`config.mk`:
```
export PLATFORM = sky130hd
export DESIGN_NAME = signed_accum_sat
export DESIGN_NICKNAME = d
export VERILOG_FILES = /design/src/rtl/signed_accum_sat.sv
export SDC_FILE = /design/constraint.sdc
export NUM_CORES = 1
export LEC_CHECK = 0
export CORE_ASPECT_RATIO = 1.25
export CORE_MARGIN = 1
export CORE_UTILIZATION = 58
export CTS_CLUSTER_DIAMETER = 40
export CTS_CLUSTER_SIZE = 12
export DETAILED_ROUTE_END_ITERATION = 8
export DONT_BUFFER_PORTS = 1
export PLACE_DENSITY = 0.77
export SLEW_MARGIN = 20
export SYNTH_ARGS = -nofsm -noshare
export SYNTH_HDL_FRONTEND = slang
export SYNTH_SLANG_ARGS = --single-unit
export TNS_END_PERCENT = 50
```
`constraint.sdc`:
```
create_clock -name clk -period 2.36 [get_ports clk]
set_input_delay 0.472 -clock clk [delete_from_list [all_inputs] [get_ports clk]]
set_output_delay 0.472 -clock clk [all_outputs]
set_load 0.005 [all_outputs]
```
`src/rtl/signed_accum_sat.sv`:
```
// signed_accum_sat: registered signed ADD/SUB/ACC/CLR stage with a valid/ready
// handshake on both sides, overflow flagging and a saturating sample counter.
// There is a single output register and no skid buffer: in_ready falls while
// a result is stalled at the output.
//
// Build option: define SIGNED_ACCUM_SATURATE_EN to clamp overflowing results
// to the signed ACC_W range. Without it, results wrap to the low ACC_W bits.
// Ports and timing are the same in both builds.
//
// state    | meaning
// ---------+-------------------------------------------------
// ST_EMPTY | output register holds no valid result
// ST_FULL  | output register holds a result awaiting transfer

module signed_accum_sat #(
    parameter int N     = 8,
    parameter int ACC_W = 12,
    parameter int CNT_W = 8
) (
    input  logic             clk,
    input  logic             rstN,
    input  logic             in_valid,
    output logic             in_ready,
    input  logic [1:0]       op,
    input  logic [N-1:0]     a,
    input  logic [N-1:0]     b,
    output logic             out_valid,
    input  logic             out_ready,
    output logic [ACC_W-1:0] result,
    output logic             ovf,
    output logic             ovf_sticky,
    output logic [CNT_W-1:0] count
);

    typedef enum logic {
        ST_EMPTY = 1'b0,
        ST_FULL  = 1'b1
    } state_t;

    localparam logic [1:0] OP_ADD = 2'b00;
    localparam logic [1:0] OP_SUB = 2'b01;
    localparam logic [1:0] OP_ACC = 2'b10;
    localparam logic [1:0] OP_CLR = 2'b11;

    state_t r_state;
    state_t w_state_next;

    logic [ACC_W-1:0] r_acc;
    logic [ACC_W-1:0] r_result;
    logic             r_ovf;
    logic             r_sticky;
    logic [CNT_W-1:0] r_count;

    logic                    w_in_xfer;
    logic signed [ACC_W:0]   w_a_ext;
    logic signed [ACC_W:0]   w_b_ext;
    logic signed [ACC_W:0]   w_acc_ext;
    logic signed [ACC_W:0]   w_exact;
    logic                    w_ovf;
    logic [ACC_W-1:0]        w_store;

    assign out_valid  = (r_state == ST_FULL);
    assign in_ready   = !out_valid || out_ready;
    assign w_in_xfer  = in_valid && in_ready;
    assign result     = r_result;
    assign ovf        = r_ovf;
    assign ovf_sticky = r_sticky;
    assign count      = r_count;

    // One extra bit of headroom holds every exact sum/difference of the operands.
    assign w_a_ext   = {{(ACC_W + 1 - N){a[N-1]}}, a};
    assign w_b_ext   = {{(ACC_W + 1 - N){b[N-1]}}, b};
    assign w_acc_ext = {r_acc[ACC_W-1], r_acc};

    // Exact result of the selected operation at ACC_W+1 bits.
    always_comb begin
        w_exact = w_a_ext + w_b_ext;
        case (op)
            OP_ADD:  w_exact = w_a_ext + w_b_ext;
            OP_SUB:  w_exact = w_a_ext - w_b_ext;
            OP_ACC:  w_exact = w_acc_ext + w_a_ext;
            OP_CLR:  w_exact = w_a_ext;
            default: w_exact = w_a_ext + w_b_ext;
        endcase
    end

    // Out of range exactly when the two top bits of the exact value disagree.
    assign w_ovf = w_exact[ACC_W] ^ w_exact[ACC_W-1];

    // Value that is stored into the result register and, for ACC/CLR, the accumulator.
    always_comb begin
        w_store = w_exact[ACC_W-1:0];
`ifdef SIGNED_ACCUM_SATURATE_EN
        if (w_ovf) begin
            w_store = w_exact[ACC_W] ? {1'b1, {(ACC_W - 1){1'b0}}}
                                     : {1'b0, {(ACC_W - 1){1'b1}}};
        end
`endif
    end

    // Output-valid state: fill on input transfer, drain on output-only transfer.
    always_comb begin
        w_state_next = r_state;
        case (r_state)
            ST_EMPTY: if (w_in_xfer) w_state_next = ST_FULL;
            ST_FULL:  if (out_ready && !w_in_xfer) w_state_next = ST_EMPTY;
            default:  w_state_next = ST_EMPTY;
        endcase
    end

    // State, result, accumulator, counter and sticky flag registers.
    always_ff @(posedge clk) begin
        if (!rstN) begin
            r_state  <= ST_EMPTY;
            r_acc    <= '0;
            r_result <= '0;
            r_ovf    <= 1'b0;
            r_sticky <= 1'b0;
            r_count  <= '0;
        end else begin
            r_state <= w_state_next;
            if (w_in_xfer) begin
                r_result <= w_store;
                r_ovf    <= w_ovf;
                case (op)
                    OP_ACC: begin
                        r_acc    <= w_store;
                        r_sticky <= r_sticky | w_ovf;
                        if (r_count != {CNT_W{1'b1}}) begin
                            r_count <= r_count + CNT_W'(1);
                        end
                    end
                    OP_CLR: begin
                        // A load cannot overflow, so the sticky flag simply restarts.
                        r_acc    <= w_store;
                        r_sticky <= w_ovf;
                        r_count  <= CNT_W'(1);
                    end
                    default: begin
                        r_sticky <= r_sticky | w_ovf;
                    end
                endcase
            end
        end
    end

endmodule

```
# == Word level (Yosys, flattened, before mapping) ==
# Cells that the tools add are included.
# totals
regBits,35
latchBits,0
ram_bits,0
rom_bits,0
in_bits,22
output_inout_bits,24
word_cells,35
n_memories,0
# classes
n_addsub,4
mul,0
div_mod_pow,0
magnitude_cmp,0
n_eq_ne,5
n_shift,0
n_mux,7
bitwise_logic,3
reduce_logical,10
# op_table
op,n
13-bit one-hot mux with 4 select lines,1
8-bit one-hot mux with 2 select lines,1
12-bit by 8-bit adder with 13-bit output,1
8-bit by 8-bit adder with 9-bit output,1
8-bit by 8-bit subtractor with 9-bit output,1
8-bit by 1-bit adder with 8-bit output (second input constant),1
8-bit two-way mux,1
8-bit inequality test (second input constant),1
2-bit == test (second input constant),2
1-bit two-way mux,3
3-bit AND reduction,1
2-bit by 1-bit == test with 1-bit output (second input constant),1
1-bit logical AND,2
1-bit logical NOT,2
2-bit logical NOT,1
2-bit inequality test (second input constant),1
1-bit one-hot mux with 2 select lines,1
2-bit AND reduction,1
2-bit nonzero test,1
2-bit OR reduction,1
1-bit logical OR,1
1-bit NOT,1
1-bit OR,1
1-bit XOR,1

# == Longest topological paths before layout ==
# Gate-level depths: netlist (run 1).
# depth
ltp_word,7
ltp_mapped,10
mapped_depth_nobuf,10

# == Least setup slack after synthesis (run 1) ==
# OpenSTA, ideal clock, no wires.
# synth_timing
path_type,in2reg
startpoint,in a[0]
endpoint,reg r_result[10] (netlist: result[10])
setup_ns,0.058
t_arrival_ns,2.164
required_ns,2.302
path_slack_ns,0.138
stages,10
path_buffers,0
cell_sequence,inv_1 > ha_1 > inv_1 > fa_1 > nand3_1 > a21boi_0 > a2111o_1 > nand3_1 > a211o_1 > o221a_2
# synth_between
elab_chain_len,2
elab_cells_between_ends,4
classes_between,3 x add/sub; 1 x mux
# synth_rtl
item,line,rtl
from (decl),25,"input logic [N-1:0] a,"
12-bit by 8-bit adder with 13-bit output (tied with other cells),81,OP_ACC: w_exact = w_acc_ext + w_a_ext;
13-bit one-hot mux with 4 select lines *,78,case (op)
to (signal assigned),123,r_result <= w_store;
to (decl),49,logic [ACC_W-1:0] r_result;
# Mark *: on every way between the ends. The rest lies on a longest branch, timed or not.
# A chain may end at the register's enable or synchronous reset.

# == Final worst setup path (run 1) ==
# layout_timing
startpoint,reg r_acc[0]
endpoint,reg r_result[10] (netlist: result[10])
# layout_between
elab_chain_len,2
# layout_rtl
item,line,rtl
from (decl),48,logic [ACC_W-1:0] r_acc;
from (signal assigned),127,r_acc <= w_store;
from (signal assigned),135,r_acc <= w_store;
12-bit by 8-bit adder with 13-bit output,81,
13-bit one-hot mux with 4 select lines,78,
# No other way between the ends.

==> metrics.cfg, run 1 <==
[grt]
grt_pass1_vias=2613
antenna_found_initial=0
grt_usage_pct=28.6
grt_max_degree=27
grt-ovfl-total=0
grt_pass1_wl_um=11700

[finish]
drive_above_1_share_pct=12.2
stdcell_count=429
nets=422
fillers=435
fin_util_pct=65.2
finalInstanceArea_um2=3100
diodes=0
multi_input_area_um2=2050
regArea_um2=701
layout_common_cells=nand2_1, dfxtp_1, ha_1
area.growth.synth_to_final_pct=7.40
layout_commonest_cell=nand2_1

[floorplan]
die_area_um2=5270
ios=46
coreArea_um2=4760
fp.dieH_um=80.9
start_util_pct=60.7
rows=28
die_w_um=65.1

[cts]
post_cts_buffers=0
clkSlewWorstSetupHoldPaths_ps=70
clock_latency_ps=290
cts_root_buf=clkbuf_8
postCtsResizedCells=0
cts_buffers=5
hold_buffers=0
cts_tree=yes
cts_sinks=35
h-tree-depth=2
clock_path_buffers=2

[yosys]
synthCells=359
ys.flop_type=dfxtp_1
synth.ff_latch_count=35
async_reset_ff_share_pct=0
synth-edff-count=0
syn_nets=413
ys_types=64
synth_area_um2=2890
syn_area_per_cell_um2=8.05
synth-seq-area-share_pct=24.2
synth-warning-count=0

[critical_path]
worst-endpoint-arrival_ps=2440
start_kind=register
cp-end-kind=register
crit_fanout=4
rr_startpoint=r_acc[0]$_SDFFE_PN0P_
path_class=register to register
cp-startpoint=r_acc[0]$_SDFFE_PN0P_
required_ps=2600

[place]
place_inst=421
placed_area_um2=3020
dpl.hpwl_um=5510
place.gp.congestion=0.896
portBuffers=0

[sta]
tightest_slew_ps=518
fmax_ghz=0.454
fin_skew_ps=3.23
finalHoldViolations=0
relSlewSlack_pct=65.2
setup_viol=0
slew_violations=0
timing.setup.tns_ps=0
fin_crit_ps=2200
timing.final.crit_share_pct=93.3
rsz0062_at_grt=false

[routing]
drcViolationCount=0
wl_per_cell_um=16.4
routed_via_density=6.31
drt_iter0_drc=172
drt_wl_total_um=7020
vias=2709
drt.antenna.violating_nets=0
drtPass1Iterations=4

[flow_run]
cap_violations=0

[hold_path]
hp-class=input port to register
min_from=in_valid

[power_and_ir_drop]
power_density_nw_per_um2=500
p_total_w=0.00155
p_leak_nw=1.29
vdd_drop_max_mv=0.399

[outcome]
status=finished, final reports clean

==> power by group <==
part	total [W]	internal (W)	switching (W)
clock network	0.000415	0.000207	0.000208
registers	0.000660	0.000631	0.0000293
logic	0.000476	0.000211	0.000264
total	0.00155	0.00105	0.000502
==> sequential cells by signal, summed over array words and instances (netlist names) <==
name,cells
r_acc,12
result,12
count,8
out_valid,1
ovf,1
ovf_sticky,1
==> layout make-up <==
type	count	share of cell area, %
inverter	22	2.66
clock inverter	1	0.161
multi-input combinational	289	66.1
sequential	35	22.6
tap	60	2.42
clock buffer	7	2.46
timing repair buffer	15	3.63
==> worst max-delay path, stage by stage, from the launching register on <==
cell and delay, ps:
dfxtp_1 330, ha_1 160, inv_1 50, fa_1 400
nor2b_1 210, o31ai_2 130, a211oi_1 300, nor3_1 90
nor3_1 240, o221a_2 240
==> routing by layer <==
layer  GRT usage [%]  vias up  part of all wire, %
met2            48.5       83                   49
li1                -     1350                    -
met5               0        -                    0
met3            5.06       15                  5.2
met4            10.7        0                  2.6
met1            35.9     1261                   43
==> synth_stat cells, drive strengths merged (4+ instances only) <==
library cell  number  share of area, %
nor2b              7               1.5
a21o               6               1.6
o21a               8               2.1
nand4              4              0.87
nand2b             5               1.1
nand2             41               5.3
nand3             15               2.8
ha                29                13
xnor2              9               2.7
o21ai             18               3.1
o211ai             4               1.0
o31ai              5               1.6
a211oi             7               2.3
dfxtp             35                24
nor3              18               3.1
clkbuf             7              0.91
a21oi             29               5.2
a31oi              4              0.87
buf                6               1.0
xor2               4               1.2
o221a              6               2.3
nor2              18               2.3
inv               21               2.7
==> worst paths after layout <==
kind | end | slack [ps] | cells after the start
max | result[10]$_SDFFE_PN0P_ | 160 | 9
min | out_valid$_SDFF_PN0_ | 310 | 2
max reg2reg | result[10]$_SDFFE_PN0P_ | 160 | 9
min reg2reg | r_acc[0]$_SDFFE_PN0P_ | 470 | 2
==> cells by family after synthesis <==
logic type	synth area share, %
simple gates	22.3
compound gates	27.5
buf+inv	4.76
flops	24.2
fa+ha+maj	14.6
xor+xnor	3.94
mux	2.68
==> through the flow <==
| step | hold slack [ps] | setup slack (ps) |
|---|---|---|
| floorplan | 440 | 138 |
| global placement | 448 | 26.5 |
| finish | 310 | 159 |
| CTS | 310 | 165 |
| detailed placement | 459 | -21.2 |
| global route | 310 | 28.3 |
(Power assumes the default switching activity.)
==> run 2: changes to the inputs <==
Settings changed: CAP_MARGIN set to 25, CORE_MARGIN 1 to 2.
==> run 2 against run 1 <==
  * Critical path depth unchanged
  * Cell count down 0.47%
  * Clock power up 54%
  * Register-to-register slack about the same
  * Routed wire length about the same
  * Sequential share of layout area down 0.35 points
  * Combinational power about the same
  * Non-clock buffer count down 2
  * Via count down 0.70%
  * Global-route usage down 1.5 points
==> metrics.cfg, run 2 (synthesized netlist as in run 1, its figures left out) <==
[outcome]
status=finished, final reports clean

[flow_run]
cap_violations=0

[sta]
setup_viol=0
relSlewSlack_pct=63.2
fin_crit_ps=2210
timing.final.crit_share_pct=93.7
tightest_slew_ps=545
timing.setup.tns_ps=0
fin_ws_ps=149
fmax_ghz=0.452
finalHoldViolations=0
rsz0062_at_grt=false
slew_violations=0
fin_skew_ps=3.70

[cts]
cts_buffers=5
cts_root_buf=clkbuf_8
clock_latency_ps=280
post_cts_buffers=0
cts_tree=yes
h-tree-depth=2
cts_sinks=35
clkSlewWorstSetupHoldPaths_ps=70
clock_path_buffers=2

[critical_path]
start_kind=register
regToRegSetupSlack_ps=150
reg2regPathDepth=9
worst-endpoint-arrival_ps=2400
crit_fanout=4
cp-end-kind=register
cp-startpoint=r_acc[0]$_SDFFE_PN0P_
endpoint=result[6]$_SDFFE_PN0P_
path_class=register to register
r2r-end=result[6]$_SDFFE_PN0P_
rr_startpoint=r_acc[0]$_SDFFE_PN0P_
required_ps=2550

[routing]
drt_iter0_drc=218
vias=2690
drtPass1Iterations=4
drcViolationCount=0
wl_per_cell_um=16.5
drt_wl_total_um=7030
drt.antenna.violating_nets=0
routed_via_density=6.30

[power_and_ir_drop]
p_seq_share_pct=37.3
power_density_nw_per_um2=562
sw_frac_of_total_pct=28.8
clockPowerShare_pct=36.0
comb_power_share_pct=26.7
p_int_w=0.00126
p_leak_nw=1.31
switching_power_w=0.000511
vdd_drop_max_mv=0.424

[finish]
regArea_um2=701
fin_util_pct=66.2
fillers=419
stdcell_count=427
diodes=0
area.growth.synth_to_final_pct=9.09
drive_above_1_share_pct=12.5
layout_commonest_cell=nand2_1
layout_common_cells=nand2_1, dfxtp_1, ha_1
nets=420
multi_input_area_um2=2060
finalInstanceArea_um2=3150

[floorplan]
die_area_um2=5570
ios=46
fp.dieH_um=82.9
coreArea_um2=4760
die_w_um=67.1
start_util_pct=60.7
rows=28

[grt]
grt-ovfl-total=0
grt_usage_pct=27.1
grt_pass1_wl_um=12000
grt_pass1_vias=2676
antenna_found_initial=0
grt_max_degree=27

[place]
dpl.hpwl_um=5500
placed_area_um2=3010
dpl_worst_slack_ps=-6.74
place_inst=419
place.gp.congestion=0.916
portBuffers=0

[hold_path]
hp-class=input port to register
min_from=in_valid

run 2: cell count changes in the layout (fill, tap and decap cells not counted), sizes merged:
cell,previous run,this run
clkbuf,7,6
bufinv,0,2
clkinv,2,1
buf,15,13
run 2: repair_timing:
action / 4_1_cts / 5_1_grt
endpoints found under the setup margin: 0 / 3
hold buffers: 0 / 0
resized for setup: 0 / 2
run 2: stage by stage:
step,total power [W],hold WS [ps]
6_report,0.00177,315
5_1_grt,0.00187,317
4_1_cts,0.00178,311
3_5_place_dp,0.00114,458
3_3_place_gp,0.00113,447
2_1_floorplan,0.00104,440
run 2: how the worst min path moves through the flow:
stage	end	cells past startpoint	slack, ps
6_report	out_valid$_SDFF_PN0_	2	310
5_1_grt	out_valid$_SDFF_PN0_	2	320
4_1_cts	out_valid$_SDFF_PN0_	2	310
3_5_place_dp	r_acc[0]$_SDFFE_PN0P_	2	460
3_3_place_gp	r_acc[6]$_SDFFE_PN0P_	2	450
2_1_floorplan	r_acc[0]$_SDFFE_PN0P_	2	440
run 2: per-layer routing:
metal	vias to the layer above	wire length (um)	share of wire [%]	GRT usage [%]
met1	1240	3020	43	34.6
met4	0	220	3.1	13.0
met2	90	3410	48	42.8
li1	1339	-	-	-
met5	-	0	0	0
met3	21	380	5.4	5.28
run 2: area by class of cell:
class | count | area share (%)
Tap cell | 60 | 2.38
Clock inverter | 2 | 1.90
Sequential cell | 35 | 22.2
Multi-Input combinational cell | 289 | 65.5
Inverter | 22 | 2.62
Timing Repair Buffer | 13 | 3.10
Clock buffer | 6 | 2.30
run 2: worst max-delay path, cell delays in order, from the launching register on:
cell,delay (ps)
dfxtp_1,340
ha_1,160
inv_1,50
fa_1,400
nor2b_1,200
o31ai_2,120
a211o_1,300
nand4_1,140
a31oi_1,90
o41ai_2,330
run 2: power by group through the flow:
| stage | registers, W | logic, W | clock network (W) |
|---|---|---|---|
| floorplan | 0.000665 | 0.000375 | 0 |
| global placement | 0.000674 | 0.000457 | 0 |
| detailed placement | 0.000674 | 0.000465 | 0 |
| CTS | 0.000661 | 0.000468 | 0.000647 |
| global route | 0.000665 | 0.000531 | 0.000670 |
| finish | 0.000661 | 0.000473 | 0.000639 |
